**src/rtl/adc_conv_arbiter_if.sv**
```systemverilog
// Bundles the requester handshake and the ADC mux/converter signals seen by adc_conv_arbiter.
// master is the environment (requesters plus converter); slave is the arbiter.
interface adc_conv_arbiter_if #(
    parameter int unsigned FP_WIDTH = 32
);
    logic                req0;
    logic                req1;
    logic                sel0;
    logic                sel1;
    logic                ack0;
    logic                ack1;
    logic [FP_WIDTH-1:0] result;
    logic                res_err;
    logic                adc_sel;
    logic                adc_en;
    logic                conv_rst;
    logic                adc_done;
    logic [FP_WIDTH-1:0] adc_cal_in;

    modport master (
        output req0, req1, sel0, sel1, adc_done, adc_cal_in,
        input  ack0, ack1, result, res_err, adc_sel, adc_en, conv_rst
    );

    modport slave (
        input  req0, req1, sel0, sel1, adc_done, adc_cal_in,
        output ack0, ack1, result, res_err, adc_sel, adc_en, conv_rst
    );
endinterface

```
**src/rtl/adc_conv_arbiter.sv**
```systemverilog
// Round-robin arbiter sharing one ADC mux/converter path between two requesters,
// with channel settle delay, EN/DONE sequencing and a timeout flush.
module adc_conv_arbiter #(
    parameter int unsigned FP_WIDTH       = 32,
    parameter int unsigned SETTLE_CYCLES  = 4,
    parameter int unsigned TIMEOUT_CYCLES = 1024
) (
    input  logic              adc_clk,
    input  logic              reg_rst,
    input  logic              sys_en,
    adc_conv_arbiter_if.slave bus,
    output logic              busy,
    output logic              grant,
    output logic [7:0]        err_cnt
);
    localparam int unsigned    ToW    = $clog2(TIMEOUT_CYCLES + 1);
    localparam int unsigned    StW    = $clog2(SETTLE_CYCLES + 1);
    localparam logic [ToW-1:0] ToLast = ToW'(TIMEOUT_CYCLES - 1);
    localparam logic [StW-1:0] StInit = StW'(SETTLE_CYCLES);

    typedef enum logic [1:0] {StIdle, StSettle, StConv, StFlush} state_e;

    state_e              state_q, state_d;
    logic [ToW-1:0]      to_cnt_q, to_cnt_d;
    logic [StW-1:0]      st_cnt_q, st_cnt_d;
    logic                last_q, last_d;
    logic                grant_q, grant_d;
    logic                sel_q, sel_d;
    logic                en_q, en_d;
    logic                crst_q, crst_d;
    logic                ack0_q, ack0_d;
    logic                ack1_q, ack1_d;
    logic                res_err_q, res_err_d;
    logic                busy_q, busy_d;
    logic [FP_WIDTH-1:0] result_q, result_d;
    logic [7:0]          err_cnt_q, err_cnt_d;
    logic                win;
    logic                win_sel;

    always_comb begin
        // On a tie the requester not served last wins
        win     = (bus.req0 & bus.req1) ? ~last_q : bus.req1;
        win_sel = win ? bus.sel1 : bus.sel0;

        state_d   = state_q;
        to_cnt_d  = to_cnt_q;
        st_cnt_d  = st_cnt_q;
        last_d    = last_q;
        grant_d   = grant_q;
        sel_d     = sel_q;
        en_d      = 1'b0;
        crst_d    = 1'b0;
        ack0_d    = 1'b0;
        ack1_d    = 1'b0;
        res_err_d = res_err_q;
        result_d  = result_q;
        err_cnt_d = err_cnt_q;

        unique case (state_q)
            StIdle: begin
                if (sys_en && (bus.req0 || bus.req1)) begin
                    grant_d = win;
                    sel_d   = win_sel;
                    if (win_sel != sel_q) begin
                        state_d  = StSettle;
                        st_cnt_d = StInit;
                    end else begin
                        state_d  = StConv;
                        en_d     = 1'b1;
                        to_cnt_d = '0;
                    end
                end
            end
            StSettle: begin
                if (st_cnt_q == StW'(1)) begin
                    state_d  = StConv;
                    en_d     = 1'b1;
                    to_cnt_d = '0;
                end else begin
                    st_cnt_d = st_cnt_q - 1'b1;
                end
            end
            StConv: begin
                // DONE is checked first so it wins over an expiring timeout
                if (bus.adc_done) begin
                    result_d  = bus.adc_cal_in;
                    res_err_d = 1'b0;
                    ack0_d    = ~grant_q;
                    ack1_d    = grant_q;
                    last_d    = grant_q;
                    state_d   = StIdle;
                end else if (to_cnt_q == ToLast) begin
                    state_d   = StFlush;
                    crst_d    = 1'b1;
                    result_d  = '0;
                    res_err_d = 1'b1;
                    ack0_d    = ~grant_q;
                    ack1_d    = grant_q;
                    last_d    = grant_q;
                    if (err_cnt_q != 8'hFF) begin
                        err_cnt_d = err_cnt_q + 8'd1;
                    end
                end else begin
                    en_d     = 1'b1;
                    to_cnt_d = to_cnt_q + 1'b1;
                end
            end
            StFlush: begin
                state_d = StIdle;
            end
            default: begin
                state_d = StIdle;
            end
        endcase

        busy_d = (state_d != StIdle);
    end

    always_ff @(posedge adc_clk) begin
        if (reg_rst) begin
            state_q   <= StIdle;
            to_cnt_q  <= '0;
            st_cnt_q  <= '0;
            last_q    <= 1'b1;
            grant_q   <= 1'b0;
            sel_q     <= 1'b1;
            en_q      <= 1'b0;
            crst_q    <= 1'b0;
            ack0_q    <= 1'b0;
            ack1_q    <= 1'b0;
            res_err_q <= 1'b0;
            busy_q    <= 1'b0;
            result_q  <= '0;
            err_cnt_q <= '0;
        end else begin
            state_q   <= state_d;
            to_cnt_q  <= to_cnt_d;
            st_cnt_q  <= st_cnt_d;
            last_q    <= last_d;
            grant_q   <= grant_d;
            sel_q     <= sel_d;
            en_q      <= en_d;
            crst_q    <= crst_d;
            ack0_q    <= ack0_d;
            ack1_q    <= ack1_d;
            res_err_q <= res_err_d;
            busy_q    <= busy_d;
            result_q  <= result_d;
            err_cnt_q <= err_cnt_d;
        end
    end

    assign bus.ack0     = ack0_q;
    assign bus.ack1     = ack1_q;
    assign bus.result   = result_q;
    assign bus.res_err  = res_err_q;
    assign bus.adc_sel  = sel_q;
    assign bus.adc_en   = en_q;
    assign bus.conv_rst = crst_q;
    assign busy         = busy_q;
    assign grant        = grant_q;
    assign err_cnt      = err_cnt_q;
endmodule

```
**src/flat_wrapper.sv**
```systemverilog
// flat-port wrapper written by rule: the top's interface ports become plain ports
module adc_conv_arbiter_flat 
#(
    parameter int unsigned FP_WIDTH       = 32,
    parameter int unsigned SETTLE_CYCLES  = 4,
    parameter int unsigned TIMEOUT_CYCLES = 1024
)
  (adc_clk, reg_rst, sys_en, busy, grant, err_cnt, bus_req0, bus_req1, bus_sel0, bus_sel1, bus_adc_done, bus_adc_cal_in, bus_ack0, bus_ack1, bus_result, bus_res_err, bus_adc_sel, bus_adc_en, bus_conv_rst);
  adc_conv_arbiter_if #(.FP_WIDTH(FP_WIDTH)) bus_i ();
  input  logic adc_clk;
  input  logic reg_rst;
  input  logic sys_en;
  output logic busy;
  output logic grant;
  output logic [7:0] err_cnt;
  input wire logic [$bits(bus_i.req0)-1:0] bus_req0;
  input wire logic [$bits(bus_i.req1)-1:0] bus_req1;
  input wire logic [$bits(bus_i.sel0)-1:0] bus_sel0;
  input wire logic [$bits(bus_i.sel1)-1:0] bus_sel1;
  input wire logic [$bits(bus_i.adc_done)-1:0] bus_adc_done;
  input wire logic [$bits(bus_i.adc_cal_in)-1:0] bus_adc_cal_in;
  output wire logic [$bits(bus_i.ack0)-1:0] bus_ack0;
  output wire logic [$bits(bus_i.ack1)-1:0] bus_ack1;
  output wire logic [$bits(bus_i.result)-1:0] bus_result;
  output wire logic [$bits(bus_i.res_err)-1:0] bus_res_err;
  output wire logic [$bits(bus_i.adc_sel)-1:0] bus_adc_sel;
  output wire logic [$bits(bus_i.adc_en)-1:0] bus_adc_en;
  output wire logic [$bits(bus_i.conv_rst)-1:0] bus_conv_rst;
  assign bus_i.req0 = bus_req0;
  assign bus_i.req1 = bus_req1;
  assign bus_i.sel0 = bus_sel0;
  assign bus_i.sel1 = bus_sel1;
  assign bus_i.adc_done = bus_adc_done;
  assign bus_i.adc_cal_in = bus_adc_cal_in;
  assign bus_ack0 = bus_i.ack0;
  assign bus_ack1 = bus_i.ack1;
  assign bus_result = bus_i.result;
  assign bus_res_err = bus_i.res_err;
  assign bus_adc_sel = bus_i.adc_sel;
  assign bus_adc_en = bus_i.adc_en;
  assign bus_conv_rst = bus_i.conv_rst;
  adc_conv_arbiter #(.FP_WIDTH(FP_WIDTH), .SETTLE_CYCLES(SETTLE_CYCLES), .TIMEOUT_CYCLES(TIMEOUT_CYCLES)) u_core (.adc_clk(adc_clk), .reg_rst(reg_rst), .sys_en(sys_en), .bus(bus_i), .busy(busy), .grant(grant), .err_cnt(err_cnt));
endmodule
```
**config.mk**
```make
export PLATFORM = sky130hd
export DESIGN_NAME = adc_conv_arbiter_flat
export DESIGN_NICKNAME = d
export VERILOG_FILES = /design/src/rtl/adc_conv_arbiter_if.sv /design/src/rtl/adc_conv_arbiter.sv /design/src/flat_wrapper.sv
export SDC_FILE = /design/constraint.sdc
export NUM_CORES = 1
export LEC_CHECK = 0
export ABC_AREA = 1
export ABC_CLOCK_PERIOD_IN_PS = 3700
export CORE_MARGIN = 5
export CORE_UTILIZATION = 40
export DETAILED_ROUTE_END_ITERATION = 10
export HOLD_SLACK_MARGIN = 0.12
export PLACE_DENSITY_LB_ADDON = 0.2
export RECOVER_POWER = 50
export SYNTH_ARGS = -nofsm -noshare
export SYNTH_HDL_FRONTEND = slang
export SYNTH_SLANG_ARGS = --single-unit
export TNS_END_PERCENT = 20
```
**constraint.sdc**
```tcl
create_clock -name adc_clk -period 3.7 [get_ports adc_clk]
set_clock_uncertainty 0.15 [all_clocks]
set_input_delay 0.74 -clock adc_clk [delete_from_list [all_inputs] [get_ports adc_clk]]
set_output_delay 0.74 -clock adc_clk [all_outputs]
set_load 0.02 [all_outputs]
```
==> metrics.txt, run 1 <==
run status=completed; crit-path cells=dlygate4sd3_1, o21ai_0, nor2_1, nand3_1, nand2_1, nand2_1, a21oi_1; via count=between 2000 and 3000; # Post-CTS Setup Buffers=0; crit path time final=roughly 2.8 ns; GR Overflow Total=0; die extent in y=about 96 um; vias in the first global route=2738; GP Congestion=0.8503; CTS tree=done; drc violations=0; DR vias/cell=4.799; clk_lat worst skew=0.33 ns; Nets=544; share of layout cells above drive strength 1=4.960%; critical path endpoint category=flop; setup TNS=0 ns; Syn. warnings=0; Post-CTS Resized=0; RSZ-0062 raised after global routing=no; Fin. Hold Viols=0; max-cap violation count=0; row count=31; register area=1301 um^2; Worst VDD drop=0.2517 mV; drt total wl=just under 8 mm; global-route wire length before repair=12.72 mm; # clock sinks=between 60 and 70; wire per inst=13.03 um; Syn Inst Count=415; First-pass DRT Iterations=4; Final ANT Viol Nets=0; Ports=88; critical path's top delay family=simple AND/OR/NAND/NOR gates; most common cell after layout, fill and taps aside=nand2_1; Max FO, Critical Path=13; Relative slew margins=~53%; commonest cells after routing, fill and taps aside=136 x nand2_1, 65 x dfxtp_1, 51 x a21oi_1, 51 x clkdlybuf4s50_1; Synth area leaders=dfxtp_1 44%, nand2_1 17%, a21oi_1 8.7%; Finished Layout Cells=603; P&R area growth vs syn=38.19%; CP Buf/Inv Count=1; core area=7176 um^2; DIE AREA=a little over 9000 um^2; hold_buf cts=0; CTS Buf Count=9; number of fill cells=702; Avg Inst Size Synth=7.058 um^2; max incr delay on CP=0.58 ns; initial antenna violation count=0; Hold/Removal Path Class=flop to flop; Power Dens Cells=435.3 nW/um^2; post-synth top area share=44.43%; Worst Max-Slew Pin Slew=0.6985 ns; Critical Path RT=3.81 ns; Cells after DPL=588; root buffer cell=clkbuf_8; port bufs=87; Antenna diodes=0; FMAX=361.6 MHz; Yosys reg bits=65; CTS clk-pin slew, worst paths=0.07 ns; CTS H-tree lvls=3; crit path max-delay cell type=dlygate4sd3_1; Bufs on Longest Clock Path=2; CP arrival=2.88 ns; multi-input logic area=1370 um^2; largest net degree at the start of global routing=54; HPWL Detailed=5.626 mm; CP Class=input port to flop; final setup vio count=0; Worst Setup Start Kind=input port; Total GRT Usage=17.76%; Initial Util=40.82%; synth unique cells=29; Static Leak=1.673 nW; fin crit share=roughly three quarters; max-slew violation count=0; synthesized cell area=just under 3000 um^2; Die W=95.57 um; initial drt markers=166; post-synthesis sequential area ratio=44.43%; cell taking the most area after synthesis=dfxtp_1; cell mode on critical path=nand2_1; Syn Nets=around 460; hold slack=0.3072 ns
==> synth_stat cells, drive strengths merged <==
cell type  count
nand4          2
nor3           6
clkinv         1
a21oi         52
a31oi          2
dfxtp         65
o21bai         1
ha             4
nand2        137
or2            1
clkbuf         8
inv           37
o21ai         10
nor3b          1
nand3         36
o211ai         3
xor2           5
buf            7
nor2          37
==> tightest hold or removal path: cells and delay by family, from the launching register on <==
kind             cells  cell delay, ns
AO/OA/AOI/OAI        1            0.05
AND/OR/NAND/NOR      1            0.06
flip-flops           1            0.31
==> area by class of cell <==
type / count / area share [%]
flip-flops and latches: 65 / 32.15
inverters: 38 / 3.524
multi-input cells: 297 / 33.85
well taps: 99 / 3.060
clock inverters: 2 / 1.484
clock buffers: 13 / 4.173
repair buffers: 89 / 21.76
==> state kept, by name (all words and copies together), names as in the netlist <==
| register | flops |
|---|---|
| u_core.bus.result | 32 |
| u_core.bus.ack1 | 1 |
| u_core.grant | 1 |
| u_core.bus.adc_sel | 1 |
| u_core.last_q | 1 |
| u_core.to_cnt_q | 11 |
| u_core.bus.ack0 | 1 |
| u_core.err_cnt | 8 |
| u_core.bus.res_err | 1 |
| u_core.state_q | 2 |
| u_core.bus.conv_rst | 1 |
| u_core.bus.adc_en | 1 |
| u_core.st_cnt_q | 3 |
| u_core.busy | 1 |
==> report_power, final <==
group	internal, W	switching, W	total (W)
logic	0.000124	0.000182	0.000306
clock network	0.000432	0.000258	0.000690
registers	0.000740	0.0000260	0.000766
==> logic make-up after synthesis <==
kind of cell / share of synthesized area, %
simple gates: 32.85
compound gates: 12.43
flops: 44.43
buf+inv: 7.091
xor+xnor: 1.495
fa+ha+maj: 1.709
==> layer usage <==
layer  up-vias  routed length (um)  GRT usage, %
li1       1498                   -             -
met1      1318                3569         22.43
met2        68                3722         28.31
met3        10                 444         4.815
met4         0                 120         7.701
met5         -                   0             0
==> final timing paths <==
path / from / depth (start not counted) / slack (ns) / to
worst max-delay path: bus_req1 / 7 / 0.93 / u_core.to_cnt_q[3]
worst min register to register: u_core.bus.result[6] / 2 / 0.31 / u_core.bus.result[6]
worst min-delay path: u_core.bus.result[6] / 2 / 0.31 / u_core.bus.result[6]
worst max register to register: u_core.to_cnt_q[0] / 8 / 1.19 / u_core.to_cnt_q[3]
==> through the flow <==
step	area, um^2	worst slack, ns	power [W]	utilization, %
finish	4048	0.9343	0.001762	56.41
global route	4048	0.7011	0.001848	56.41
floorplan	2929	1.817	0.0009735	-
global placement	3869	1.295	0.001096	53.91
CTS	4098	1.387	0.001794	57.11
detailed placement	3869	1.239	0.001103	53.91
No activity file was read; power rests on OpenSTA's default activity.
==> run 2, diff against run 1 <==
ABC_CLOCK_PERIOD_IN_PS = 2900   (was 3700)
clock period = 2.9 ns   (was 3.7 ns; I/O delays follow)
==> run 2 against run 1 <==
Via count is 0.41% higher. Power up 23%. Global-route usage shrank 0.47 points. Hold slack lost 0.0012 ns. Critical path depth stayed put. Highest routed layer unchanged.
==> metrics.txt, run 2 (synthesized netlist as in run 1, its figures left out) <==
run status=completed; CTS clk-pin slew, worst paths=0.07 ns (about the same); root buffer cell=clkbuf_8; setup TNS=0 ns (unchanged); CTS H-tree lvls=3 (unchanged); wire per inst=12.69 um (-2.5%); FMAX=439.3 MHz; share of layout cells above drive strength 1=5.917% (+0.96 points); crit path max-delay cell type=dfxtp_1; port bufs=87 (unchanged); CP Class=flop to flop; Worst VDD drop=0.2470 mV (-1.8%); Total GRT Usage=17.29% (-0.47 points); CP arrival=2.38 ns (-0.50 ns); global-route wire length before repair=12.28 mm (-3.5%); initial drt markers=150 (-9.6%); Antenna diodes=0 (unchanged); initial antenna violation count=0 (unchanged); # Post-CTS Setup Buffers=0 (unchanged); FF-to-FF setup slack=0.62 ns (-0.57 ns); critical path endpoint category=flop; commonest cells after routing, fill and taps aside=135 x nand2_1, 65 x dfxtp_1, 51 x a21oi_1, 47 x clkdlybuf4s50_1, 39 x dlygate4sd3_1; final setup vio count=0 (unchanged); DR vias/cell=4.795 (about the same); Hold/Removal Path Class=flop to flop; FF-to-FF path depth=7 (-1); Critical Path RT=3.00 ns (-0.81 ns); # clock sinks=65 (unchanged); core area=7176 um^2 (unchanged); fin crit share=78.49%; Power Dens Cells=533.8 nW/um^2 (+23%); via count=2906 (+0.41%); Initial Util=40.82% (unchanged); drc violations=0 (unchanged); Worst Setup Start Kind=flop; die extent in y=95.57 um (unchanged); Die W=95.57 um (unchanged); Max FO, Critical Path=36 (+23); row count=31 (unchanged); DIE AREA=9134 um^2 (unchanged); CTS Buf Count=9 (unchanged); max incr delay on CP=0.41 ns (-0.17 ns); Ports=88 (unchanged); HPWL Detailed=5.577 mm (-0.89%); Nets=546 (+0.37%); most common cell after layout, fill and taps aside=nand2_1; hold slack=0.3061 ns (-0.001152 ns); GP Congestion=0.8392 (-1.3%); max FFs per register=32 (unchanged); First-pass DRT Iterations=4 (unchanged); Post-CTS Resized=0 (unchanged); largest net degree at the start of global routing=37 (-31%); hold path depth=2 (unchanged); multi-input logic area=1390 um^2 (+1.5%); Worst Max-Slew Pin Slew=0.6707 ns (-0.02776 ns); crit path time final=between 2 and 2.5 ns; cell mode on critical path=nand2_1; P&R area growth vs syn=38.62%; Final ANT Viol Nets=0 (unchanged); register area=1301 um^2 (unchanged); max-cap violation count=0 (unchanged); Bufs on Longest Clock Path=2 (unchanged); max-slew violation count=0 (unchanged); crit-path cells=ha_1, nand2_1, nor2_1, nand3_1, nand2_1, nand2_2, o211ai_1; hold_buf cts=0 (unchanged); Fin. Hold Viols=0 (unchanged); RSZ-0062 raised after global routing=no; clk_lat worst skew=0.33 ns (about the same); Relative slew margins=55.13% (+1.9 points); vias in the first global route=2608 (-4.7%); Static Leak=1.686 nW (+0.77%); GR Overflow Total=0 (unchanged); CTS tree=done; number of fill cells=688 (-2.0%); drt total wl=7.693 mm (-2.1%)
-- run 2: final timing paths --
path,startpoint,end
hold / removal,u_core.bus.result[6],u_core.bus.result[6]
setup reg to reg,u_core.to_cnt_q[1],u_core.last_q
setup / recovery,u_core.to_cnt_q[1],u_core.last_q
hold reg to reg,u_core.bus.result[6],u_core.bus.result[6]
-- run 2: metal layers --
metal  track usage (%)  vias up  wire, um  part of all wire, %
li1                  -     1508         -                    -
met1             22.91     1298      3452                   45
met2             26.00       89      3621                   47
met3             5.209       11       510                  6.6
met4             7.346        0       108                  1.4
met5                 0        -         0                    0
-- run 2: area by class of cell --
cell class,instances,area share (%)
Clock buffer,12,3.821
Clock inverter,4,1.263
Inverter,38,3.513
Multi-Input combinational cell,297,34.24
Sequential cell,65,32.05
Tap cell,99,3.051
Timing Repair Buffer,91,22.06
-- run 2: power breakdown --
| group | internal (W) | total [W] | leakage [nW] | switching (W) |
|---|---|---|---|---|
| Sequential | 0.000944 | 0.000976 | 0.527 | 0.0000327 |
| Combinational | 0.000162 | 0.000398 | 1.06 | 0.000236 |
| Clock | 0.000444 | 0.000793 | 0.103 | 0.000349 |
| Total | 0.00155 | 0.00217 | 1.69 | 0.000617 |
-- run 2: through the flow --
stage	cell area [um^2]	power [W]	cells	worst slack [ns]	utilization, %
2_1_floorplan	2929	0.001242	415	1.177	-
3_3_place_gp	3884	0.001400	590	0.6494	54.12
3_5_place_dp	3884	0.001408	590	0.6000	54.12
4_1_cts	4090	0.002208	606	0.7436	57.00
5_1_grt	4060	0.002288	606	0.4530	56.58
6_report	4060	0.002167	606	0.6238	56.58
-- run 2: worst max-delay path, delay by kind of cell, from the launching register on --
family,cells,cell delay [ns]
AND/OR/NAND/NOR,5,1.06
flip-flops,1,0.41
AO/OA/AOI/OAI,1,0.32
adder cells (fa/ha/maj),1,0.23
